==> config.mk <==
export PLATFORM = sky130hd
export DESIGN_NAME = iob_sseg_scan
export DESIGN_NICKNAME = d
export VERILOG_FILES = /design/src/rtl/iob_sseg_scan.sv
export SDC_FILE = /design/constraint.sdc
export NUM_CORES = 1
export LEC_CHECK = 0
export ABC_AREA = 1
export CORE_MARGIN = 2
export CORE_UTILIZATION = 30
export CTS_CLUSTER_DIAMETER = 100
export DETAILED_ROUTE_END_ITERATION = 16
export REMOVE_ABC_BUFFERS = 1
export SLEW_MARGIN = 20
export SYNTH_ARGS = -nofsm -noshare
export SYNTH_HDL_FRONTEND = slang
export SYNTH_SLANG_ARGS = --single-unit
==> constraint.sdc <==
create_clock -name clk -period 3.97 [get_ports clk]
set_clock_uncertainty 0.15 [all_clocks]
set_input_delay 0.794 -clock clk [delete_from_list [all_inputs] [get_ports clk]]
set_output_delay 0.794 -clock clk [all_outputs]
set_load 0.005 [all_outputs]
==> src/rtl/iob_sseg_scan.sv <==
// ---------------------------------------------------------------------------
// iob_sseg_scan
// Four-digit seven-segment scan controller for a common-anode display.
// Each digit gets one slot of REFRESH_DIV cycles. The first GUARD cycles of
// every slot keep all anodes off to suppress ghosting. The remaining cycles
// light the digit that was captured when the guard interval ended.
// A one-cycle frame marker follows the end of every complete 4-digit scan.
//
// Ports:
//   clk        system clock, rising edge
//   rst        asynchronous active-low reset
//   en         scan enable; 0 blanks the display and restarts the scan
//   digits     four hex nibbles, digit i = digits[4i+3:4i], digit 0 rightmost
//   dp         per-digit decimal point request, active-high
//   digit_en   per-digit display mask, active-high
//   AN         anode drives, active-low, AN[i] selects digit i
//   SEG        cathodes {g,f,e,d,c,b,a}, active-low
//   DP         decimal-point cathode, active-low
//   frame_done one-cycle pulse after the digit index wraps 3 -> 0
// ---------------------------------------------------------------------------
module iob_sseg_scan #(
    parameter int REFRESH_DIV = 100000,
    parameter int GUARD       = 4,
    parameter int DIV_W       = 17
) (
    input  logic        clk,
    input  logic        rst,
    input  logic        en,
    input  logic [15:0] digits,
    input  logic [3:0]  dp,
    input  logic [3:0]  digit_en,
    output logic [3:0]  AN,
    output logic [6:0]  SEG,
    output logic        DP,
    output logic        frame_done
);

    typedef enum logic [1:0] {
        S_IDLE  = 2'd0,
        S_GUARD = 2'd1,
        S_ON    = 2'd2
    } state_t;

    localparam logic [DIV_W-1:0] L_GUARD_LAST = DIV_W'(GUARD - 1);
    localparam logic [DIV_W-1:0] L_SLOT_LAST  = DIV_W'(REFRESH_DIV - 1);

    state_t           r_state;
    logic [1:0]       r_idx;
    logic [DIV_W-1:0] r_cnt;
    logic [3:0]       r_nib;      // digit value captured for the current slot
    logic             r_dp_req;
    logic             r_dig_en;

    state_t           w_state_nxt;
    logic [1:0]       w_idx_nxt;
    logic [DIV_W-1:0] w_cnt_nxt;
    logic [3:0]       w_nib_nxt;
    logic             w_dp_req_nxt;
    logic             w_dig_en_nxt;
    logic             w_wrap;

    logic [3:0]       w_an_nxt;
    logic [6:0]       w_seg_nxt;
    logic             w_dp_nxt;
    logic             w_fd_nxt;

    function automatic logic [6:0] f_decode(input logic [3:0] v);
        logic [6:0] s;
        case (v)
            4'h0: s = 7'h40;
            4'h1: s = 7'h79;
            4'h2: s = 7'h24;
            4'h3: s = 7'h30;
            4'h4: s = 7'h19;
            4'h5: s = 7'h12;
            4'h6: s = 7'h02;
            4'h7: s = 7'h78;
            4'h8: s = 7'h00;
            4'h9: s = 7'h10;
            4'hA: s = 7'h08;
            4'hB: s = 7'h03;
            4'hC: s = 7'h46;
            4'hD: s = 7'h21;
            4'hE: s = 7'h06;
            default: s = 7'h0E;
        endcase
        return s;
    endfunction

    // State register. Outputs are registered too, so they are loaded from
    // the values the output logic computes for the next state.
    // NOTE: sequential state uses non-blocking assignments so every register
    // samples the pre-edge values, independent of statement order.
    always_ff @(posedge clk or negedge rst) begin
        if (!rst) begin
            r_state    <= S_IDLE;
            r_idx      <= 2'd0;
            r_cnt      <= '0;
            r_nib      <= 4'h0;
            r_dp_req   <= 1'b0;
            r_dig_en   <= 1'b0;
            AN         <= 4'hF;
            SEG        <= 7'h7F;
            DP         <= 1'b1;
            frame_done <= 1'b0;
        end else begin
            r_state    <= w_state_nxt;
            r_idx      <= w_idx_nxt;
            r_cnt      <= w_cnt_nxt;
            r_nib      <= w_nib_nxt;
            r_dp_req   <= w_dp_req_nxt;
            r_dig_en   <= w_dig_en_nxt;
            AN         <= w_an_nxt;
            SEG        <= w_seg_nxt;
            DP         <= w_dp_nxt;
            frame_done <= w_fd_nxt;
        end
    end

    // Next-state logic. A low en overrides everything and restarts the scan.
    // NOTE: every signal gets a default before the branches so no path
    // leaves it unassigned, which would otherwise infer a latch.
    always_comb begin
        w_state_nxt  = r_state;
        w_idx_nxt    = r_idx;
        w_cnt_nxt    = r_cnt;
        w_nib_nxt    = r_nib;
        w_dp_req_nxt = r_dp_req;
        w_dig_en_nxt = r_dig_en;
        w_wrap       = 1'b0;

        if (!en) begin
            w_state_nxt = S_IDLE;
            w_idx_nxt   = 2'd0;
            w_cnt_nxt   = '0;
        end else begin
            case (r_state)
                S_IDLE: begin
                    w_state_nxt = S_GUARD;
                    w_idx_nxt   = 2'd0;
                    w_cnt_nxt   = '0;
                end
                S_GUARD: begin
                    w_cnt_nxt = r_cnt + DIV_W'(1);
                    // Guard ends: capture the digit so later input changes
                    // cannot disturb the slot that is now being shown.
                    if (r_cnt == L_GUARD_LAST) begin
                        w_state_nxt  = S_ON;
                        w_nib_nxt    = digits[{r_idx, 2'b00} +: 4];
                        w_dp_req_nxt = dp[r_idx];
                        w_dig_en_nxt = digit_en[r_idx];
                    end
                end
                S_ON: begin
                    if (r_cnt == L_SLOT_LAST) begin
                        w_state_nxt = S_GUARD;
                        w_cnt_nxt   = '0;
                        w_idx_nxt   = r_idx + 2'd1;
                        w_wrap      = (r_idx == 2'd3);
                    end else begin
                        w_cnt_nxt = r_cnt + DIV_W'(1);
                    end
                end
                default: begin
                    w_state_nxt = S_IDLE;
                    w_idx_nxt   = 2'd0;
                    w_cnt_nxt   = '0;
                end
            endcase
        end
    end

    // Output logic: blank unless the next state lights a digit. A masked
    // digit still decodes SEG/DP but keeps its anode off, so every slot has
    // the same length and lit digits keep a uniform brightness.
    always_comb begin
        w_an_nxt  = 4'hF;
        w_seg_nxt = 7'h7F;
        w_dp_nxt  = 1'b1;
        w_fd_nxt  = w_wrap;
        if (w_state_nxt == S_ON) begin
            w_seg_nxt = f_decode(w_nib_nxt);
            w_dp_nxt  = ~w_dp_req_nxt;
            if (w_dig_en_nxt) begin
                w_an_nxt = ~(4'b0001 << w_idx_nxt);
            end
        end
    end

endmodule

Word-level counts from Yosys, hierarchy flattened. Memories as Yosys holds them, arrays and structs flattened. Cells that the tools add are included.

Register bits after elaboration: 40. Logic and storage cells: 55. Bits in read-only memories: 112. Output and inout bits: 13. Memories: 1. Bits of input ports: 27.

Memory list: (no name shown) (words 16, bits a word 7, rd ports 1, clocked after memory_dff 0, write ports 0, line 69) `case (v)`.

Shift-type cells: 2. Add/sub/neg operators: 2. Equal/unequal tests: 6. Reduce and logical (&&, ||, !) cells: 1. $lt $le $gt $ge: 1. Multiplexer cells: 30. Bitwise logic cells: 2.

Operators with widths (number): $mux 17 (2); $pmux 17 s2 (1); $mux 4 (5); $add 17x1->17 const B (1); $eq 17x17->1 const B (1); $eq 17x2->1 const B (1); $shiftx 16x5->4 (1); $mux 1 (12); $mux 2 (5); $mux 7 (1); $eq 2x2->1 const B (3); $pmux 2 s3 (1); $bmux 1 s2 (2); $not 4->4 (1); $pmux 2 s2 (1); $shl 1x2->4 const A (1); $lt 2x3->1 const B (1); $add 2x1->2 const B (1); $eq 2x1->1 const B (1); $logic_not 2->1 (1); $not 1->1 (1).

Logic depth before layout (Yosys ltp). Gate-level depths: netlist (run 1).

Depth in word-level cells: 8. Gate-level depth with buffers: 16.

Least setup slack after synthesis (run 1). Ideal clock, no wire load.

Kind: input-to-reg. Start point: input port en. End point: register SEG[0]. Library setup time: 0.083 ns. Path slack: 1.821 ns. Stages: 11. Data arrival time: 1.916 ns. Required time: 3.737 ns. Path through: buf_2 -> nand4_2 -> clkinv_1 -> nand2_1 -> nand2_2 -> inv_2 -> ha_1 -> inv_1 -> nand3_1 -> nand3_1 -> nand3_1.

Cells in the longest elaborated chain, start to end: 3. Elaborated cells between the ends (all ways): 5.

RTL lines: from (decl) (line 28) `input logic en,`; $mux 4 (line 132) `if (!en) begin`; named net w_nib_nxt[0] (line 57) `logic [3:0] w_nib_nxt;`; $mem_v2 16x7; $mux 7 (line 181) `if (w_state_nxt == S_ON) begin`; named net w_seg_nxt[0] (line 63) `logic [6:0] w_seg_nxt;`; to (signal assigned) (line 114) `SEG <= w_seg_nxt;`; to (decl) (line 33) `output logic [6:0] SEG,`.

The timed path passes the listed nets, and every way through them passes these cells.

Worst setup path after layout (run 1). Ends and elaborated chain as after synthesis.

==> flow_metrics.env, run 1 <==
export IMPL_remaining_drc_errors=0
export IMPL_placementRows=33
export IMPL_placed_cells=463
export IMPL_grt_pass1_vias=1918
export IMPL_slew_headroom_pct=43.09
export IMPL_syn_to_final_growth_pct=22.28
export IMPL_place_congestion=0.9153
export IMPL_hpwl_mm=3.998
export IMPL_ys_ff_latch=40
export IMPL_worst_ep_required_time_ns=4.04
export IMPL_fmax_mhz=388.7
export IMPL_cellPowerDensity_nw_per_um2=240.1
export IMPL_syn_area_per_cell_um2=7.546
export IMPL_outcome="finished clean"
export IMPL_fin_crit_sh_pct=64.80
export IMPL_cts_root_buf="clkbuf_8"
export IMPL_ys_types=36
export IMPL_finalSetupViolCount=0
export IMPL_min_path_type="reg2reg"
export IMPL_dr_max_layer_used="met4"
export IMPL_met2_length_mm=2.511
export IMPL_gr_total_overflow=0
export IMPL_grt_max_degree=41
export IMPL_drtIter0Drc=82
export IMPL_end_kind="flop"
export IMPL_antenna_cells=0
export IMPL_numCtsBuffers=5
export IMPL_wirelength_mm=5.292
export IMPL_p_leak_nw=1.370
export IMPL_die_h_um=94.55
export IMPL_path_class="in2reg"
export IMPL_grt_pass1_wl_mm=8.694
export IMPL_syn_area_um2=2460
export IMPL_synthCells=326
export IMPL_die_w_um=94.55
export IMPL_drive_gt1_share_pct=13.39
export IMPL_clockBufferDepth=2
export IMPL_final_core_util_pct=37.17
export IMPL_first_pass_iters=4
export IMPL_portBuffers=39
export IMPL_grt_setup_unrepaired="no"
export IMPL_cts_tree="yes"
export IMPL_start_kind="input port"
export IMPL_wl_met1_mm=2.576
export IMPL_final_setup_tns_ns=0
export IMPL_post_drt_wl_per_cell_um=11.24
export IMPL_vias=2112
export IMPL_cts_setup_buffers=0
export IMPL_clock_latency_ns=0.30
export IMPL_final_antenna_net_count=0
export IMPL_track_usage_pct=12.25
export IMPL_synth_top_area_cell="dfrtp_1"
export IMPL_final_min_clock_period_ns=2.573
export IMPL_htree_num_levels=2
export IMPL_clk_pin_slew_ns=0.07
export IMPL_grt_antenna_before_repair=0
export IMPL_design_die_area_um2=8940
export IMPL_start_util_pct=30.40
export IMPL_synthTopCellsByArea="dfrtp_1 (28%), dfstp_2 (13%), nand2_1 (12%)"
export IMPL_synth_warnings=0
export IMPL_yosysTopAreaCellShare_pct=28.48
export IMPL_holdBufCountCts=0
export IMPL_instances_no_fill=471
export IMPL_synth_seq_area_share_pct=41.30
export IMPL_cts_resized=0
export IMPL_max_slew_worst_pin_slew_ns=0.8537
export IMPL_peakVddDrop_mv=0.1006
export IMPL_cp_arrival_ns=2.64
export IMPL_cp_max_fo=9
export IMPL_hold_viol=0
export IMPL_wl_met3_um=165
export IMPL_final_nets=403
export IMPL_drv_slew=0
export IMPL_cts_sinks=40
export IMPL_io_pins=40
export IMPL_via_per_inst=4.484
export IMPL_cap_violations=0
export IMPL_core_um2=8093
-- sequential cells by signal (all words and copies together) (netlist names) --
| register | count |
|---|---|
| r_cnt | 17 |
| SEG | 7 |
| AN | 4 |
| r_nib | 4 |
| r_idx | 2 |
| r_state | 2 |
| DP | 1 |
| frame_done | 1 |
| r_dig_en | 1 |
| r_dp_req | 1 |
-- final timing paths --
kind                       cells after the start     start  slack, ns         to
min reg2reg                                    1  r_cnt[0]       0.32   r_cnt[0]
max in group asynchronous                      1       rst       2.68   r_dig_en
min                                            1  r_cnt[0]       0.32   r_cnt[0]
max reg2reg                                   12  r_idx[0]       1.53     SEG[0]
max                                           11        en       1.40     SEG[0]
min in group asynchronous                      1       rst       0.45  r_cnt[12]
-- area by class of cell --
cell class | count | area, um^2
Tap cell | 105 | 131.4
Inverter | 40 | 152.6
Clock inverter | 1 | 5.005
Fill cell | 867 | 5085
Sequential cell | 40 | 1016
Clock buffer | 7 | 76.32
Multi-Input combinational cell | 239 | 1241
Timing Repair Buffer | 39 | 385.4
-- layout by cell type (no fill, tap or decap), types with 3 or more instances in the layout --
cell             Yosys  final
dfrtp_1             28     28
nand2_2              6      6
nor2_1              54     54
nor3_1               3      3
a31oi_1              3      3
o21ai_0             19     19
ha_1                11     11
nor2_4               4      4
dfstp_2             12     12
clkbuf_8             0      5
nand3_1             19     19
a21oi_1              7      7
clkdlybuf4s50_1      0     38
inv_1               36     36
nor2_2               9      9
nand4_1              5      5
nand3_2              3      3
nor3b_1              4      4
nand2_1             78     78
-- power by group --
part / switching, mW / total (mW) / internal, mW
clock: 0.133 / 0.257 / 0.123
sequential: 0.00140 / 0.411 / 0.409
combinational: 0.0263 / 0.0548 / 0.0285
-- synthesized netlist by cell type, drive strengths merged --
cell    number
clkinv       1
a21oi        7
mux2i        1
or2          1
dfstp       12
nand3       22
xor2         1
ha          11
xnor2        1
o22ai        1
nand2       86
nand3b       1
dfrtp       28
nor3         3
buf          7
inv         39
o21ai       21
a211oi       1
o211ai       1
nand4        6
nor2        67
a31oi        3
o21bai       1
nor3b        4
-- kinds of logic after synthesis --
kind of cell             share of synthesized area, %
AND/OR/NAND/NOR                                 35.96
buffers and inverters                           8.240
flip-flops                                      41.30
XOR/XNOR                                       0.7122
multiplexers                                   0.4069
adder cells (fa/ha/maj)                         5.595
AO/OA/AOI/OAI                                   7.783
-- metrics by stage --
| step | worst slack [ns] | instance area, um^2 | hold slack [ns] | power (mW) |
|---|---|---|---|---|
| after CTS | 1.398 | 3008 | 0.3216 | 0.7339 |
| after global routing | 1.222 | 3008 | 0.3449 | 0.7593 |
| after global placement | 1.138 | 2927 | 0.3020 | 0.4736 |
| final | 1.397 | 3008 | 0.3167 | 0.7222 |
| after floorplan | 1.895 | 2410 | 0.2829 | 0.4356 |
| after detailed placement | 1.093 | 2927 | 0.3114 | 0.4742 |
-- worst max-delay path, stage by stage --
cell             delay (ns)
clkdlybuf4s50_1        0.71
nand4_2                0.25
clkinv_1               0.12
nand2_1                0.06
nand2_2                0.11
inv_2                  0.07
ha_1                   0.22
inv_1                  0.06
nand3_1                0.07
nand3_1                0.09
nand3_1                0.07
-- routing by layer --
metal	GRT usage (%)	vias to the layer above
met1	16.14	979
met3	3.033	6
li1	-	1104
met5	0	-
met2	20.12	23
met4	3.261	0
(Power assumes the default switching activity.)
==> run 2: changes to the inputs <==
==> constraint.sdc (replaced) <==
create_clock -name clk -period 2.7 [get_ports clk]
set_clock_uncertainty 0.15 [all_clocks]
set_input_delay 0.54 -clock clk [delete_from_list [all_inputs] [get_ports clk]]
set_output_delay 0.54 -clock clk [all_outputs]
set_load 0.005 [all_outputs]
==> run 2 against run 1 <==
  * Combinational power grew 51%
  * Critical endpoint unchanged
  * Worst setup slack got worse by 1.0 ns
  * Clock power up 90%
  * Sequential power rose by 47%
  * Highest routed layer unchanged
  * Critical path type is now reg2reg
==> flow_metrics.env, run 2 (synthesized netlist as in run 1, its figures left out) <==
export IMPL_outcome="finished clean"
export IMPL_fin_area_um2=3068
export IMPL_largest_reg_flops=17
export IMPL_layout_setup_ws_ns=0.3642
export IMPL_grt_setup_unrepaired="no"
export IMPL_drv_slew=0
export IMPL_syn_to_final_growth_pct=24.72
export IMPL_die_w_um=94.55
export IMPL_antenna_cells=0
export IMPL_io_pins=40
export IMPL_total_power_mw=1.174
export IMPL_start_kind="flop"
export IMPL_final_setup_tns_ns=0
export IMPL_place_congestion=0.8415
export IMPL_cp_arrival_ns=2.41
export IMPL_min_path_type="in2async"
export IMPL_hold_viol=0
export IMPL_final_nets=407
export IMPL_fmax_mhz=428.1
export IMPL_cts_setup_buffers=0
export IMPL_max_slew_worst_pin_slew_ns=0.8697
export IMPL_reg_largest_list="r_cnt: 17 flops, SEG: 7 flops"
export IMPL_placementRows=33
export IMPL_p_leak_nw=1.402
export IMPL_peakVddDrop_mv=0.1880
export IMPL_final_core_util_pct=37.91
export IMPL_hpwl_mm=4.141
export IMPL_drive_gt1_share_pct=14.86
export IMPL_grt_pass1_vias=2068
export IMPL_cp_max_fo=7
export IMPL_worst_ep_required_time_ns=2.78
export IMPL_via_per_inst=4.495
export IMPL_design_die_area_um2=8940
export IMPL_grt_max_degree=41
export IMPL_end_kind="flop"
export IMPL_r2r_cells=15
export IMPL_cts_root_buf="clkbuf_8"
export IMPL_final_cell_mix="nand2_1 (78), nor2_1 (54), clkdlybuf4s50_1 (38)"
export IMPL_cts_resized=0
export IMPL_numCtsBuffers=5
export IMPL_cellPowerDensity_nw_per_um2=382.7
export IMPL_cap_violations=0
export IMPL_die_h_um=94.55
export IMPL_final_antenna_net_count=0
export IMPL_slowest_stage="dfrtp_1"
export IMPL_top_register="r_cnt"
export IMPL_cp_common_cell="nand3_1"
export IMPL_portBuffers=39
export IMPL_post_drt_wl_per_cell_um=11.23
export IMPL_finalSetupViolCount=0
export IMPL_worstPathCellList="ha_1 > inv_1 > nor2_1 > nand2_1 > nor2_4 > nand2_2 > nor2_4 > nand3_1 > nand2_1 > inv_1 > ha_1 > inv_1 > nand3_1 > nand3_1 > nand3_1"
export IMPL_cts_tree="yes"
export IMPL_clk_pin_slew_ns=0.08
export IMPL_htree_num_levels=2
export IMPL_critPathMaxStageDelay_ns=0.38
export IMPL_start_util_pct=30.40
export IMPL_gr_total_overflow=0
export IMPL_path_class="reg2reg"
export IMPL_first_pass_iters=4
export IMPL_place_area_um2=2957
export IMPL_holdBufCountCts=0
export IMPL_fin_crit_sh_pct=86.51
export IMPL_grt_antenna_before_repair=0
export IMPL_vias=2135
export IMPL_cts_sinks=40
export IMPL_track_usage_pct=13.21
export IMPL_remaining_drc_errors=0
export IMPL_clock_latency_ns=0.29
export IMPL_final_min_clock_period_ns=2.336
export IMPL_clockBufferDepth=2
export IMPL_wirelength_mm=5.336
export IMPL_grt_pass1_wl_mm=9.259
export IMPL_slew_headroom_pct=42.02
export IMPL_core_um2=8093
export IMPL_layout_commonest_cell="nand2_1"
export IMPL_drtIter0Drc=80
export IMPL_place_ws_ns=0.2393
-- run 2: path summary, 6_finish.rpt --
check | endpoint | slack, ns | start
worst min register to register | r_cnt[0] | 0.32 | r_cnt[0]
max in group asynchronous | r_idx[1] | 1.65 | rst
worst max register to register | SEG[0] | 0.36 | r_cnt[0]
worst max-delay path | SEG[0] | 0.36 | r_cnt[0]
min in group clk | r_cnt[0] | 0.32 | r_cnt[0]
worst min-delay path | r_cnt[12] | 0.20 | rst
-- run 2: cell type report --
type                    instances  area [um^2]
clock buffers                   5        68.82
fillers                       869         5025
clock inverters                 3        42.54
flip-flops and latches         40         1016
inverters                      40        152.6
repair buffers                 43        415.4
multi-input cells             239         1241
well taps                     105        131.4
-- run 2: per-stage QoR --
step | hold WS [ns] | std cells
2_1_floorplan | 0.09441 | 319
3_3_place_gp | 0.2984 | 467
3_5_place_dp | 0.3172 | 467
4_1_cts | 0.2429 | 475
5_1_grt | 0.2854 | 475
6_report | 0.2033 | 475
-- run 2: metal layers --
| layer | share of wire [%] | global-route usage [%] |
|---|---|---|
| met3 | 3.0 | 2.713 |
| met2 | 48 | 22.20 |
| met1 | 48 | 17.10 |
| met5 | 0 | 0 |
| met4 | 1.2 | 3.986 |
-- run 2: power breakdown --
| part | leakage (nW) | internal (mW) | switching (mW) |
|---|---|---|---|
| Sequential | 0.500 | 0.601 | 0.00210 |
| Combinational | 0.848 | 0.0436 | 0.0394 |
| Clock | 0.0541 | 0.273 | 0.214 |
| Total | 1.40 | 0.918 | 0.256 |
-- run 2: critical path, delay by kind of cell, from the launching register on --
kind,cells,cell delay (ns)
simple gates,10,1.04
flops,1,0.38
fa+ha+maj,2,0.42
buf+inv,3,0.24
==> run 3: changes to the inputs <==
--- a/config.mk
+++ b/config.mk
@@ -10,6 +10,7 @@
 export CORE_UTILIZATION = 30
 export CTS_CLUSTER_DIAMETER = 100
 export DETAILED_ROUTE_END_ITERATION = 16
+export HOLD_SLACK_MARGIN = 0.1
 export REMOVE_ABC_BUFFERS = 1
 export SLEW_MARGIN = 20
 export SYNTH_ARGS = -nofsm -noshare
==> results of run 3 <==
The final DEF is identical to that of run 2; final timing and power are the same.
